## config.mk

```make
export PLATFORM = sky130hd
export DESIGN_NAME = id_stage
export DESIGN_NICKNAME = d
export VERILOG_FILES = /design/src/rtl/rv32i_pkg.sv /design/src/rtl/reg_file.sv /design/src/rtl/id_stage.sv
export SDC_FILE = /design/constraint.sdc
export NUM_CORES = 2
export LEC_CHECK = 0
export BUFFER_PORTS_ARGS = -buffer_cell sky130_fd_sc_hd__clkbuf_2
export CORE_ASPECT_RATIO = 1.75
export CORE_MARGIN = 2
export CORE_UTILIZATION = 60
export CTS_BUF_LIST = sky130_fd_sc_hd__clkbuf_4 sky130_fd_sc_hd__clkbuf_8
export CTS_CLUSTER_SIZE = 8
export DETAILED_ROUTE_END_ITERATION = 6
export GPL_TIMING_DRIVEN = 0
export PLACE_DENSITY = 0.8
export SYNTH_ARGS = -nofsm -noshare
export SYNTH_HDL_FRONTEND = slang
export SYNTH_SLANG_ARGS = --single-unit
```

## constraint.sdc

```tcl
create_clock -name clk -period 4.3 [get_ports clk]
set_clock_uncertainty 0.15 [all_clocks]
set_input_delay 1.29 -clock clk [delete_from_list [all_inputs] [get_ports clk]]
set_output_delay 1.29 -clock clk [all_outputs]
set_load 0.02 [all_outputs]
```

## src/rtl/rv32i_pkg.sv

```systemverilog
// Shared RV32I decode types: opcodes, ALU/writeback selectors, immediate
// formats and the ID/EX pipeline register layout.
package rv32i_pkg;

  localparam int XLEN_W = 32;

  localparam logic [6:0] OPC_LUI    = 7'b0110111;
  localparam logic [6:0] OPC_AUIPC  = 7'b0010111;
  localparam logic [6:0] OPC_JAL    = 7'b1101111;
  localparam logic [6:0] OPC_JALR   = 7'b1100111;
  localparam logic [6:0] OPC_BRANCH = 7'b1100011;
  localparam logic [6:0] OPC_LOAD   = 7'b0000011;
  localparam logic [6:0] OPC_STORE  = 7'b0100011;
  localparam logic [6:0] OPC_OPIMM  = 7'b0010011;
  localparam logic [6:0] OPC_OP     = 7'b0110011;
  localparam logic [6:0] OPC_FENCE  = 7'b0001111;
  localparam logic [6:0] OPC_SYSTEM = 7'b1110011;

  typedef enum logic [3:0] {
    ALU_ADD   = 4'd0,
    ALU_SUB   = 4'd1,
    ALU_SLL   = 4'd2,
    ALU_SLT   = 4'd3,
    ALU_SLTU  = 4'd4,
    ALU_XOR   = 4'd5,
    ALU_SRL   = 4'd6,
    ALU_SRA   = 4'd7,
    ALU_OR    = 4'd8,
    ALU_AND   = 4'd9,
    ALU_PASSB = 4'd10
  } alu_op_t;

  typedef enum logic [1:0] {
    WB_ALU = 2'd0,
    WB_MEM = 2'd1,
    WB_PC4 = 2'd2
  } wb_sel_t;

  typedef enum logic [2:0] {
    IMM_NONE,
    IMM_I,
    IMM_S,
    IMM_B,
    IMM_U,
    IMM_J
  } imm_type_t;

  typedef struct packed {
    logic              valid;
    logic [XLEN_W-1:0] pc;
    logic [XLEN_W-1:0] rs1_data;
    logic [XLEN_W-1:0] rs2_data;
    logic [XLEN_W-1:0] imm;
    logic [4:0]        rs1;
    logic [4:0]        rs2;
    logic [4:0]        rd;
    logic [2:0]        funct3;
    alu_op_t           alu_op;
    logic              alu_src_a;
    logic              alu_src_b;
    logic              mem_read;
    logic              mem_write;
    logic              reg_write;
    logic              branch;
    logic              jump;
    wb_sel_t           wb_sel;
    logic              illegal;
  } id_ex_t;

  // Formats without an immediate (R-type, FENCE, SYSTEM, illegal) yield 0.
  function automatic logic [XLEN_W-1:0] imm_gen(input logic [31:0] instr,
                                                input imm_type_t   t);
    logic [XLEN_W-1:0] imm;
    imm = '0;
    case (t)
      IMM_I:   imm = {{20{instr[31]}}, instr[31:20]};
      IMM_S:   imm = {{20{instr[31]}}, instr[31:25], instr[11:7]};
      IMM_B:   imm = {{19{instr[31]}}, instr[31], instr[7], instr[30:25], instr[11:8], 1'b0};
      IMM_U:   imm = {instr[31:12], 12'b0};
      IMM_J:   imm = {{11{instr[31]}}, instr[31], instr[19:12], instr[20], instr[30:21], 1'b0};
      default: imm = '0;
    endcase
    return imm;
  endfunction

  // OP-IMM only honours instr[30] for the right shift; OP also uses it for SUB.
  function automatic alu_op_t alu_from_f3(input logic [2:0] f3, input logic b30,
                                          input logic is_op);
    alu_op_t op;
    case (f3)
      3'b000:  op = (is_op && b30) ? ALU_SUB : ALU_ADD;
      3'b001:  op = ALU_SLL;
      3'b010:  op = ALU_SLT;
      3'b011:  op = ALU_SLTU;
      3'b100:  op = ALU_XOR;
      3'b101:  op = b30 ? ALU_SRA : ALU_SRL;
      3'b110:  op = ALU_OR;
      default: op = ALU_AND;
    endcase
    return op;
  endfunction

endpackage

```

## src/rtl/reg_file.sv

```systemverilog
// 2-read / 1-write register file with x0 hardwired to zero and an optional
// write-through path so a same-cycle writeback is visible to readers.
module reg_file #(
  parameter int XLEN      = 32,
  parameter int NUM_REGS  = 32,
  parameter int AW        = $clog2(NUM_REGS),
  parameter bit WB_BYPASS = 1'b1
) (
  input  logic            clk,
  input  logic            reset_n,
  input  logic [AW-1:0]   ra1_i,
  input  logic [AW-1:0]   ra2_i,
  output logic [XLEN-1:0] rd1_o,
  output logic [XLEN-1:0] rd2_o,
  input  logic            we_i,
  input  logic [AW-1:0]   wa_i,
  input  logic [XLEN-1:0] wd_i
);

  logic [XLEN-1:0] regs_q [NUM_REGS];
  logic            wr_en;

  assign wr_en = we_i && (wa_i != '0);

  // Storage: async clear, write on enabled non-x0 writeback.
  always_ff @(posedge clk or negedge reset_n) begin
    if (!reset_n) begin
      for (int i = 0; i < NUM_REGS; i++) regs_q[i] <= '0;
    end else if (wr_en) begin
      regs_q[wa_i] <= wd_i;
    end
  end

  // Read ports: x0 is zero, then bypass, then stored value.
  always_comb begin
    rd1_o = regs_q[ra1_i];
    rd2_o = regs_q[ra2_i];
    if (WB_BYPASS && wr_en && (wa_i == ra1_i)) rd1_o = wd_i;
    if (WB_BYPASS && wr_en && (wa_i == ra2_i)) rd2_o = wd_i;
    if (ra1_i == '0) rd1_o = '0;
    if (ra2_i == '0) rd2_o = '0;
  end

endmodule

```

## src/rtl/id_stage.sv

```systemverilog
// RV32I decode stage: register read, control decode, immediate generation,
// load-use hazard detection and the ID/EX pipeline register.
module id_stage
  import rv32i_pkg::*;
#(
  parameter int XLEN      = 32,
  parameter int NUM_REGS  = 32,
  parameter bit WB_BYPASS = 1'b1
) (
  input  logic            clk,
  input  logic            reset_n,
  input  logic [31:0]     instr_i,
  input  logic [XLEN-1:0] pc_i,
  input  logic            valid_i,
  input  logic            hold_i,
  input  logic            flush_i,
  input  logic            wb_en_i,
  input  logic [4:0]      wb_rd_i,
  input  logic [XLEN-1:0] wb_data_i,
  output logic            stall_o,
  output logic            valid_o,
  output logic [XLEN-1:0] pc_o,
  output logic [XLEN-1:0] rs1_data_o,
  output logic [XLEN-1:0] rs2_data_o,
  output logic [XLEN-1:0] imm_o,
  output logic [4:0]      rs1_o,
  output logic [4:0]      rs2_o,
  output logic [4:0]      rd_o,
  output logic [2:0]      funct3_o,
  output logic [3:0]      alu_op_o,
  output logic            alu_src_a_o,
  output logic            alu_src_b_o,
  output logic            mem_read_o,
  output logic            mem_write_o,
  output logic            reg_write_o,
  output logic            branch_o,
  output logic            jump_o,
  output logic [1:0]      wb_sel_o,
  output logic            illegal_o
);

  id_ex_t          id_ex_d, id_ex_q, dec;
  imm_type_t       imm_t;
  logic [XLEN-1:0] rs1_rdata, rs2_rdata;
  logic            rs1_used, rs2_used, load_use;

  reg_file #(
    .XLEN      (XLEN),
    .NUM_REGS  (NUM_REGS),
    .AW        (5),
    .WB_BYPASS (WB_BYPASS)
  ) u_reg_file (
    .clk     (clk),
    .reset_n (reset_n),
    .ra1_i   (instr_i[19:15]),
    .ra2_i   (instr_i[24:20]),
    .rd1_o   (rs1_rdata),
    .rd2_o   (rs2_rdata),
    .we_i    (wb_en_i),
    .wa_i    (wb_rd_i),
    .wd_i    (wb_data_i)
  );

  // Decode the instruction in ID into a candidate ID/EX entry.
  always_comb begin
    dec          = '0;
    imm_t        = IMM_NONE;
    rs1_used     = 1'b1;
    rs2_used     = 1'b0;
    dec.valid    = 1'b1;
    dec.pc       = pc_i;
    dec.rs1_data = rs1_rdata;
    dec.rs2_data = rs2_rdata;
    dec.rs1      = instr_i[19:15];
    dec.rs2      = instr_i[24:20];
    dec.rd       = instr_i[11:7];
    dec.funct3   = instr_i[14:12];
    dec.alu_op   = ALU_ADD;
    dec.wb_sel   = WB_ALU;
    case (instr_i[6:0])
      OPC_LUI: begin
        imm_t = IMM_U; rs1_used = 1'b0;
        dec.alu_op = ALU_PASSB; dec.alu_src_b = 1'b1; dec.reg_write = 1'b1;
      end
      OPC_AUIPC: begin
        imm_t = IMM_U; rs1_used = 1'b0;
        dec.alu_src_a = 1'b1; dec.alu_src_b = 1'b1; dec.reg_write = 1'b1;
      end
      OPC_JAL: begin
        imm_t = IMM_J; rs1_used = 1'b0;
        dec.jump = 1'b1; dec.wb_sel = WB_PC4; dec.reg_write = 1'b1;
      end
      OPC_JALR: begin
        imm_t = IMM_I;
        dec.jump = 1'b1; dec.alu_src_b = 1'b1; dec.wb_sel = WB_PC4; dec.reg_write = 1'b1;
      end
      OPC_BRANCH: begin
        imm_t = IMM_B; rs2_used = 1'b1;
        dec.branch = 1'b1; dec.alu_op = ALU_SUB;
      end
      OPC_LOAD: begin
        imm_t = IMM_I;
        dec.mem_read = 1'b1; dec.alu_src_b = 1'b1; dec.wb_sel = WB_MEM; dec.reg_write = 1'b1;
      end
      OPC_STORE: begin
        imm_t = IMM_S; rs2_used = 1'b1;
        dec.mem_write = 1'b1; dec.alu_src_b = 1'b1;
      end
      OPC_OPIMM: begin
        imm_t = IMM_I;
        dec.alu_op = alu_from_f3(instr_i[14:12], instr_i[30], 1'b0);
        dec.alu_src_b = 1'b1; dec.reg_write = 1'b1;
      end
      OPC_OP: begin
        rs2_used = 1'b1;
        dec.alu_op = alu_from_f3(instr_i[14:12], instr_i[30], 1'b1);
        dec.reg_write = 1'b1;
      end
      OPC_FENCE, OPC_SYSTEM: ;
      default: dec.illegal = 1'b1;
    endcase
    dec.imm = imm_gen(instr_i, imm_t);
  end

  // Load-use: the load now in EX produces a register the ID instruction reads.
  always_comb begin
    load_use = id_ex_q.valid && id_ex_q.mem_read && (id_ex_q.rd != 5'd0) && valid_i &&
               ((rs1_used && (id_ex_q.rd == instr_i[19:15])) ||
                (rs2_used && (id_ex_q.rd == instr_i[24:20])));
    stall_o  = load_use && !flush_i;
  end

  // Next ID/EX contents: flush beats hold, hold beats the hazard bubble.
  always_comb begin
    id_ex_d = id_ex_q;
    if (flush_i)                 id_ex_d = '0;
    else if (hold_i)             id_ex_d = id_ex_q;
    else if (load_use || !valid_i) id_ex_d = '0;
    else                         id_ex_d = dec;
  end

  // ID/EX pipeline register.
  always_ff @(posedge clk or negedge reset_n) begin
    if (!reset_n) id_ex_q <= '0;
    else          id_ex_q <= id_ex_d;
  end

  assign valid_o     = id_ex_q.valid;
  assign pc_o        = id_ex_q.pc;
  assign rs1_data_o  = id_ex_q.rs1_data;
  assign rs2_data_o  = id_ex_q.rs2_data;
  assign imm_o       = id_ex_q.imm;
  assign rs1_o       = id_ex_q.rs1;
  assign rs2_o       = id_ex_q.rs2;
  assign rd_o        = id_ex_q.rd;
  assign funct3_o    = id_ex_q.funct3;
  assign alu_op_o    = id_ex_q.alu_op;
  assign alu_src_a_o = id_ex_q.alu_src_a;
  assign alu_src_b_o = id_ex_q.alu_src_b;
  assign mem_read_o  = id_ex_q.mem_read;
  assign mem_write_o = id_ex_q.mem_write;
  assign reg_write_o = id_ex_q.reg_write;
  assign branch_o    = id_ex_q.branch;
  assign jump_o      = id_ex_q.jump;
  assign wb_sel_o    = id_ex_q.wb_sel;
  assign illegal_o   = id_ex_q.illegal;

endmodule
```

### Yosys cells after proc, flatten, opt, wreduce, memory -nomap -nowiden

Cells that the tools add are included.

| operators by class | value |
|---|---|
| reduce and logical (&&, ||, !) cells | 28 |
| bitwise gates (word level) | 3 |
| mux-type cells | 34 |
| order comparisons | 4 |
| equality and inequality tests | 27 |

Operators with widths:

| kind | number |
|---|---|
| 1024-bit bitwise mux | 1 |
| 161-bit two-way mux | 3 |
| 32-bit binary-select mux with 5-bit select | 2 |
| 32-bit two-way mux | 9 |
| 32-bit demux with 5-bit select | 1 |
| 32-bit case mux with 5 select lines | 1 |
| 4-bit case mux with 7 select lines | 2 |
| 7-bit == test (second input constant) | 4 |
| 7-bit by 6-bit == test with 1-bit output (second input constant) | 3 |
| 5-bit == test | 4 |
| 6-bit >= comparator (second input constant) | 3 |
| 5-bit inverter with 6-bit output | 3 |
| 4-bit case mux with 4 select lines | 1 |
| 3-bit == test (second input constant) | 5 |
| 3-bit case mux with 5 select lines | 1 |
| 7-bit by 5-bit == test with 1-bit output (second input constant) | 2 |
| 3-bit by 2-bit == test with 1-bit output (second input constant) | 4 |
| 1-bit two-way mux | 12 |
| 1-bit logical AND | 11 |
| 11-bit OR reduction | 1 |
| 5-bit logical NOT | 2 |
| 5-bit nonzero test | 2 |
| 3-bit OR reduction | 3 |
| 7-bit by 2-bit == test with 1-bit output (second input constant) | 1 |
| other kinds (11) | 15 |

| word-level totals | value |
|---|---|
| word-level logic and storage cells | 147 |
| input port bits | 107 |
| flip-flop bits (word level) | 1185 |
| output and inout bits | 162 |

### Longest topological paths before layout

| depth | value |
|---|---|
| word-level depth | 10 |
| depth in mapped cells | 12 |
| mapped depth without buffers | 6 |

### Modules after synthesis

A second synthesis with hierarchy kept.

| unflattened totals | value |
|---|---|
| cells, all modules | 4440 |
| area, all modules | 61924.4 µm² |

By module, submodules not included:

| module | times used | sequential area each (µm²) | cells an instance | area each (µm²) |
|---|---|---|---|---|
| reg_file | 1 | 25624.6 | 3914 | 55475.7 |
| id_stage | 1 | 4003.8 | 526 | 6448.7 |

### Worst setup path after synthesis

OpenSTA, ideal clock, no wires.

| path | value |
|---|---|
| path type | input-to-output |
| start | input port instr_i[2] |
| end | output port stall_o |
| slack | 0.158 ns |
| arrival | 2.702 ns |
| buffers on the path | 1 |
| data required time | 2.860 ns |
| stages on the path | 6 |
| path through | clkbuf_1 > nor2_1 > nand3_1 > nor4_1 > nor2_1 > nor2_1 |

| on the way | value |
|---|---|
| cells in the longest elaborated chain, start to end | 7 |
| elaborated cells on any way between the ends | 15 |
| those cells by class | eq/ne: 6; mux: 2; reduce/logical: 7 |

RTL lines:

| element | line | text |
|---|---|---|
| from (decl) | id_stage.sv:12 | `input logic [31:0] instr_i,` |
| 7-bit by 5-bit == test with 1-bit output, or another cell as far along | id_stage.sv:80 | `case (instr_i[6:0])` |
| 3-bit OR reduction (no line) | - |  |
| 1-bit two-way mux | id_stage.sv:80 |  |
| 1-bit logical AND (on tied branches) | id_stage.sv:128, id_stage.sv:129 |  |
| 1-bit logical OR * | id_stage.sv:128 | `((rs1_used && (id_ex_q.rd == instr_i[19:15])) \|\|` |
| 1-bit logical AND * | id_stage.sv:127 | `load_use = id_ex_q.valid && id_ex_q.mem_read && (id_ex_q.rd != 5'd0) && valid_i &&` |
| 1-bit logical AND * | id_stage.sv:130 | `stall_o = load_use && !flush_i;` |
| to (decl) | id_stage.sv:20 | `output logic stall_o,` |

Mark *: on every way between the ends. The rest lies on a longest branch, timed or not.

### Final worst setup path

| path | value |
|---|---|
| start | input port instr_i[18] |
| end | register id_ex_q (netlist bit rs1_data_o[16]) |

| on the way | value |
|---|---|
| cells in the longest elaborated chain, start to end | 9 |
| elaborated cells on any way between the ends | 17 |
| those cells by class | eq/ne: 2; mux: 8; bitwise: 1; reduce/logical: 6 |

RTL lines:

| element | line | text |
|---|---|---|
| 5-bit inverter with 6-bit output (implied by the code) | reg_file.sv:36 | `rd1_o = regs_q[ra1_i];` |
| 32-bit binary-select mux with 5-bit select | reg_file.sv:36 |  |
| 32-bit two-way mux (implied by the code) (2 in a row) | reg_file.sv:36 |  |
| 32-bit two-way mux | reg_file.sv:38 | `if (WB_BYPASS && wr_en && (wa_i == ra1_i)) rd1_o = wd_i;` |
| 32-bit two-way mux | reg_file.sv:40 | `if (ra1_i == '0) rd1_o = '0;` |
| 161-bit two-way mux * | id_stage.sv:138 | `else if (load_use \|\| !valid_i) id_ex_d = '0;` |
| 161-bit two-way mux * | id_stage.sv:137 | `else if (hold_i) id_ex_d = id_ex_q;` |
| 161-bit two-way mux * | id_stage.sv:136 | `if (flush_i) id_ex_d = '0;` |
| to (signal assigned) | id_stage.sv:145 | `else id_ex_q <= id_ex_d;` |
| to (decl) | id_stage.sv:42 | `id_ex_t id_ex_d, id_ex_q, dec;` |

Mark *: on every way between the ends. The rest lies on a longest branch, timed or not. The select of a mux whose other input is x is not followed.
A chain may end at the register's enable or synchronous reset.

==> results_dict.tcl <==
set metrics [dict create \
    cts_sinks 1184 \
    peakVddDrop_v 0.000360 \
    core_area_mm2 0.101 \
    path_buf_inv 4 \
    critPathArrivalTime_ns 5.39 \
    drt_wl_total_um 247000 \
    cts-hold-fix-buffers 0 \
    hpwl_um 177000 \
    clk_pin_slew_ns 0.06 \
    nNetsFinal 4750 \
    ys.flop_type "dfrtp_1" \
    syn_nets 4301 \
    area_delta_synth_final_pct 11.3 \
    initial_core_util_pct 60.5 \
    die_h_um 425 \
    grt_pass1_vias 46000 \
    maxSlewViolCount 110 \
    synth_edf_count 0 \
    setup_tns_ns -4.47 \
    multiInputGateArea_mm2 0.0295 \
    outcome "finished with violations" \
    grt_pass1_wl_um 343000 \
    yosysMostFrequentCell "dfrtp_1" \
    hold_viol_final 0 \
    clk_latency_ns 0.93 \
    layout-drive-gt1-share_pct 46.2 \
    grt-ovfl-total 0 \
    postRouteAntennaNets 0 \
    cp_common_cell "clkbuf_1" \
    vias_per_cell 7.56 \
    power_density_mw_per_mm2 441 \
    grt_antenna_before_repair 21 \
    rsz0062_at_grt "true" \
    synth_area_leader_cell "dfrtp_1" \
    critPathLaunchType "primary input" \
    crit_chain "clkbuf_1 -> clkbuf_2 -> and2_1 -> buf_1 -> clkbuf_1 -> a22oi_1 -> a21oi_1 -> a21o_1" \
    async_flop_share_pct 100 \
    drc_errors 2 \
    clk_path_buf_depth 3 \
    seq_area_mm2 0.0296 \
    synth_seq_area_share_pct 48.7 \
    place_ws_ns -1.91 \
    rows 154 \
    final-setup-viol-count 39 \
    die_width_um 245 \
    tightest_slew_ns 1.59 \
    fin_util_pct 67.4 \
    synth_area_mm2 0.0609 \
    dr.pass1.iters 7 \
    violations "DRC, capacitance limit, slew limit, setup timing" \
    drtIter0Drc 6035 \
    die-area_mm2 0.104 \
    synth_area_leaders "dfrtp_1 (49%), mux2_2 (20%), mux4_2 (15%)" \
    crit_type "primary input to register" \
    syn-instance-count 4194 \
    whs_ns 0.160 \
    cts_tree "built" \
    stdcell_count 6058 \
    io_pins 269 \
    synth_area_per_cell_um2 14.5 \
    period_minus_slack_ns 4.67 \
    placed_cell_area_mm2 0.0642 \
    avgRoutedWirePerCell_um 40.7 \
    layout_worst_path_cycle_share_pct 109 \
    required_ns 5.01 \
    synth_commonest_cells "dfrtp_1 (1,184), mux2_2 (1,060), mux4_2 (402), clkbuf_1 (313), mux2i_1 (282)" \
    cts_buffers 174 \
    postLayoutCellArea_mm2 0.0678 \
    max_stage_delay_ns 0.93 \
    hold_class "primary input to asynchronous set/reset pin" \
    ys_ff_latch 1184 \
    htreeDepth 4 \
    num-fill-cells 7173 \
    cp-end-kind "register" \
    p_total_mw 29.9 \
    track_usage_pct 48.3 \
    synth.top_cell.area_share_pct 48.7 \
    worst_slack_ns -0.372 \
    max_freq_mhz 214 \
    synth_warnings 0 \
    drv_cap 11 \
    leakage_nw 30.3 \
    relSlewSlack_pct -6.04 \
    portBuffers 254 \
    critPathMaxFanout 10 \
    ys_types 59 \
    globalplace.congestion 1.08 \
    grt_max_degree 115 \
    dpl.cell_count 5790 \
    vias 45800 \
    critical-path-top-delay-family "buffers and inverters" \
    critPathSlowestCell "clkbuf_1" \
    cts-root-buf "clkbuf_8" \
]
-- worst register-to-register path, stage by stage (launching register included) --
cell and delay [ns]:
dfrtp_1 0.47, or4_1 0.57, o2111ai_2 0.32, nor4_4 0.10, buf_4 0.18, nor4_4 0.58
clkbuf_1 0.64, buf_2 0.60, a21o_1 0.23
-- report_power, final --
group / leakage (nW) / switching, mW / internal (mW) / total [mW]
registers: 15.3 / 1.46 / 13.0 / 14.5
logic: 13.4 / 3.11 / 3.42 / 6.52
clock network: 1.60 / 4.45 / 4.41 / 8.86
-- cell usage in the layout, fill, tap and decap left out, types with 6 or more instances in the layout --
master,count
mux2_2,1060
buf_16,12
dfrtp_1,1184
buf_4,20
nand2_1,75
clkdlybuf4s15_2,6
diode_2,26
a2111oi_2,7
nor2_1,55
o21ai_0,32
o22ai_1,54
nor2b_1,8
a221o_1,53
a22oi_1,14
clkbuf_1,265
a21oi_1,71
a22o_1,82
xnor2_1,15
a221oi_1,46
nand3_1,8
a211oi_1,14
a21o_1,13
a221oi_2,16
a32o_1,7
mux2i_1,282
buf_2,72
buf_6,7
o221ai_1,56
clkbuf_4,51
and2_1,35
mux4_2,402
a211o_1,8
nor3b_1,26
clkbuf_8,196
buf_1,56
a2111oi_0,22
clkbuf_2,295
-- sequential cells by signal, summed over array words and instances, names as in the netlist --
register / flops
wb_sel_o: 2
rs2_data_o: 32
alu_src_a_o: 1
imm_o: 32
jump_o: 1
branch_o: 1
alu_src_b_o: 1
u_reg_file.regs_q: 1024
mem_write_o: 1
alu_op_o: 4
reg_write_o: 1
illegal_o: 1
rd_o: 5
rs1_o: 5
valid_o: 1
funct3_o: 3
pc_o: 32
rs2_o: 5
rs1_data_o: 32
-- logic make-up (layout without fill, tap and decap cells) --
kind of cell              after synthesis  count (layout)  synth area share [%]
AOI/OAI and AO/OA                     510             510                  6.53
muxes                                1744            1744                  39.1
buffers and inverters                 489            1001                  3.27
xor gates and xnor gates               20              20                 0.288
other                                   0              26                     0
DFF                                  1184            1184                  48.7
and+or+nand+nor                       247             247                  2.12
-- timing repair --
action,in CTS,in global routing
endpoints found under the setup margin,61,54
buffers inserted,1,2
pin swaps,1,2
gates resized for setup,71,88
-- area by class of cell --
type                       instances  area share [%]
sequential                      1184            43.7
clock inverter                     7           0.111
timing repair buffer             274            2.51
multi-input combinational       2521            43.5
buffer                           482            3.22
tap                             1326            2.45
clock buffer                     232            4.37
inverter                           6          0.0332
antenna                           26          0.0960
-- routing by layer --
layer	vias up	global-route usage [%]	share of wire [%]
met5	-	0.887	0.17
met4	15	44.8	12
met3	1458	20.9	13
met2	3895	71.0	44
met1	23400	52.1	31
li1	17100	-	-
-- final timing paths --
kind / startpoint / to / slack (ns) / cells after the start
setup / recovery: instr_i[18] / rs1_data_o[16] / -0.37 / 8
hold / removal: reset_n / u_reg_file.regs_q[1019] / 0.16 / 1
setup reg to reg: rd_o[1] / rs1_data_o[12] / 0.41 / 8
hold reg to reg: imm_o[29] / imm_o[29] / 0.33 / 2
max in group asynchronous: reset_n / u_reg_file.regs_q[204] / 1.08 / 6
min in group clk: imm_o[29] / imm_o[29] / 0.33 / 2
No activity file was read; power rests on OpenSTA's default activity.
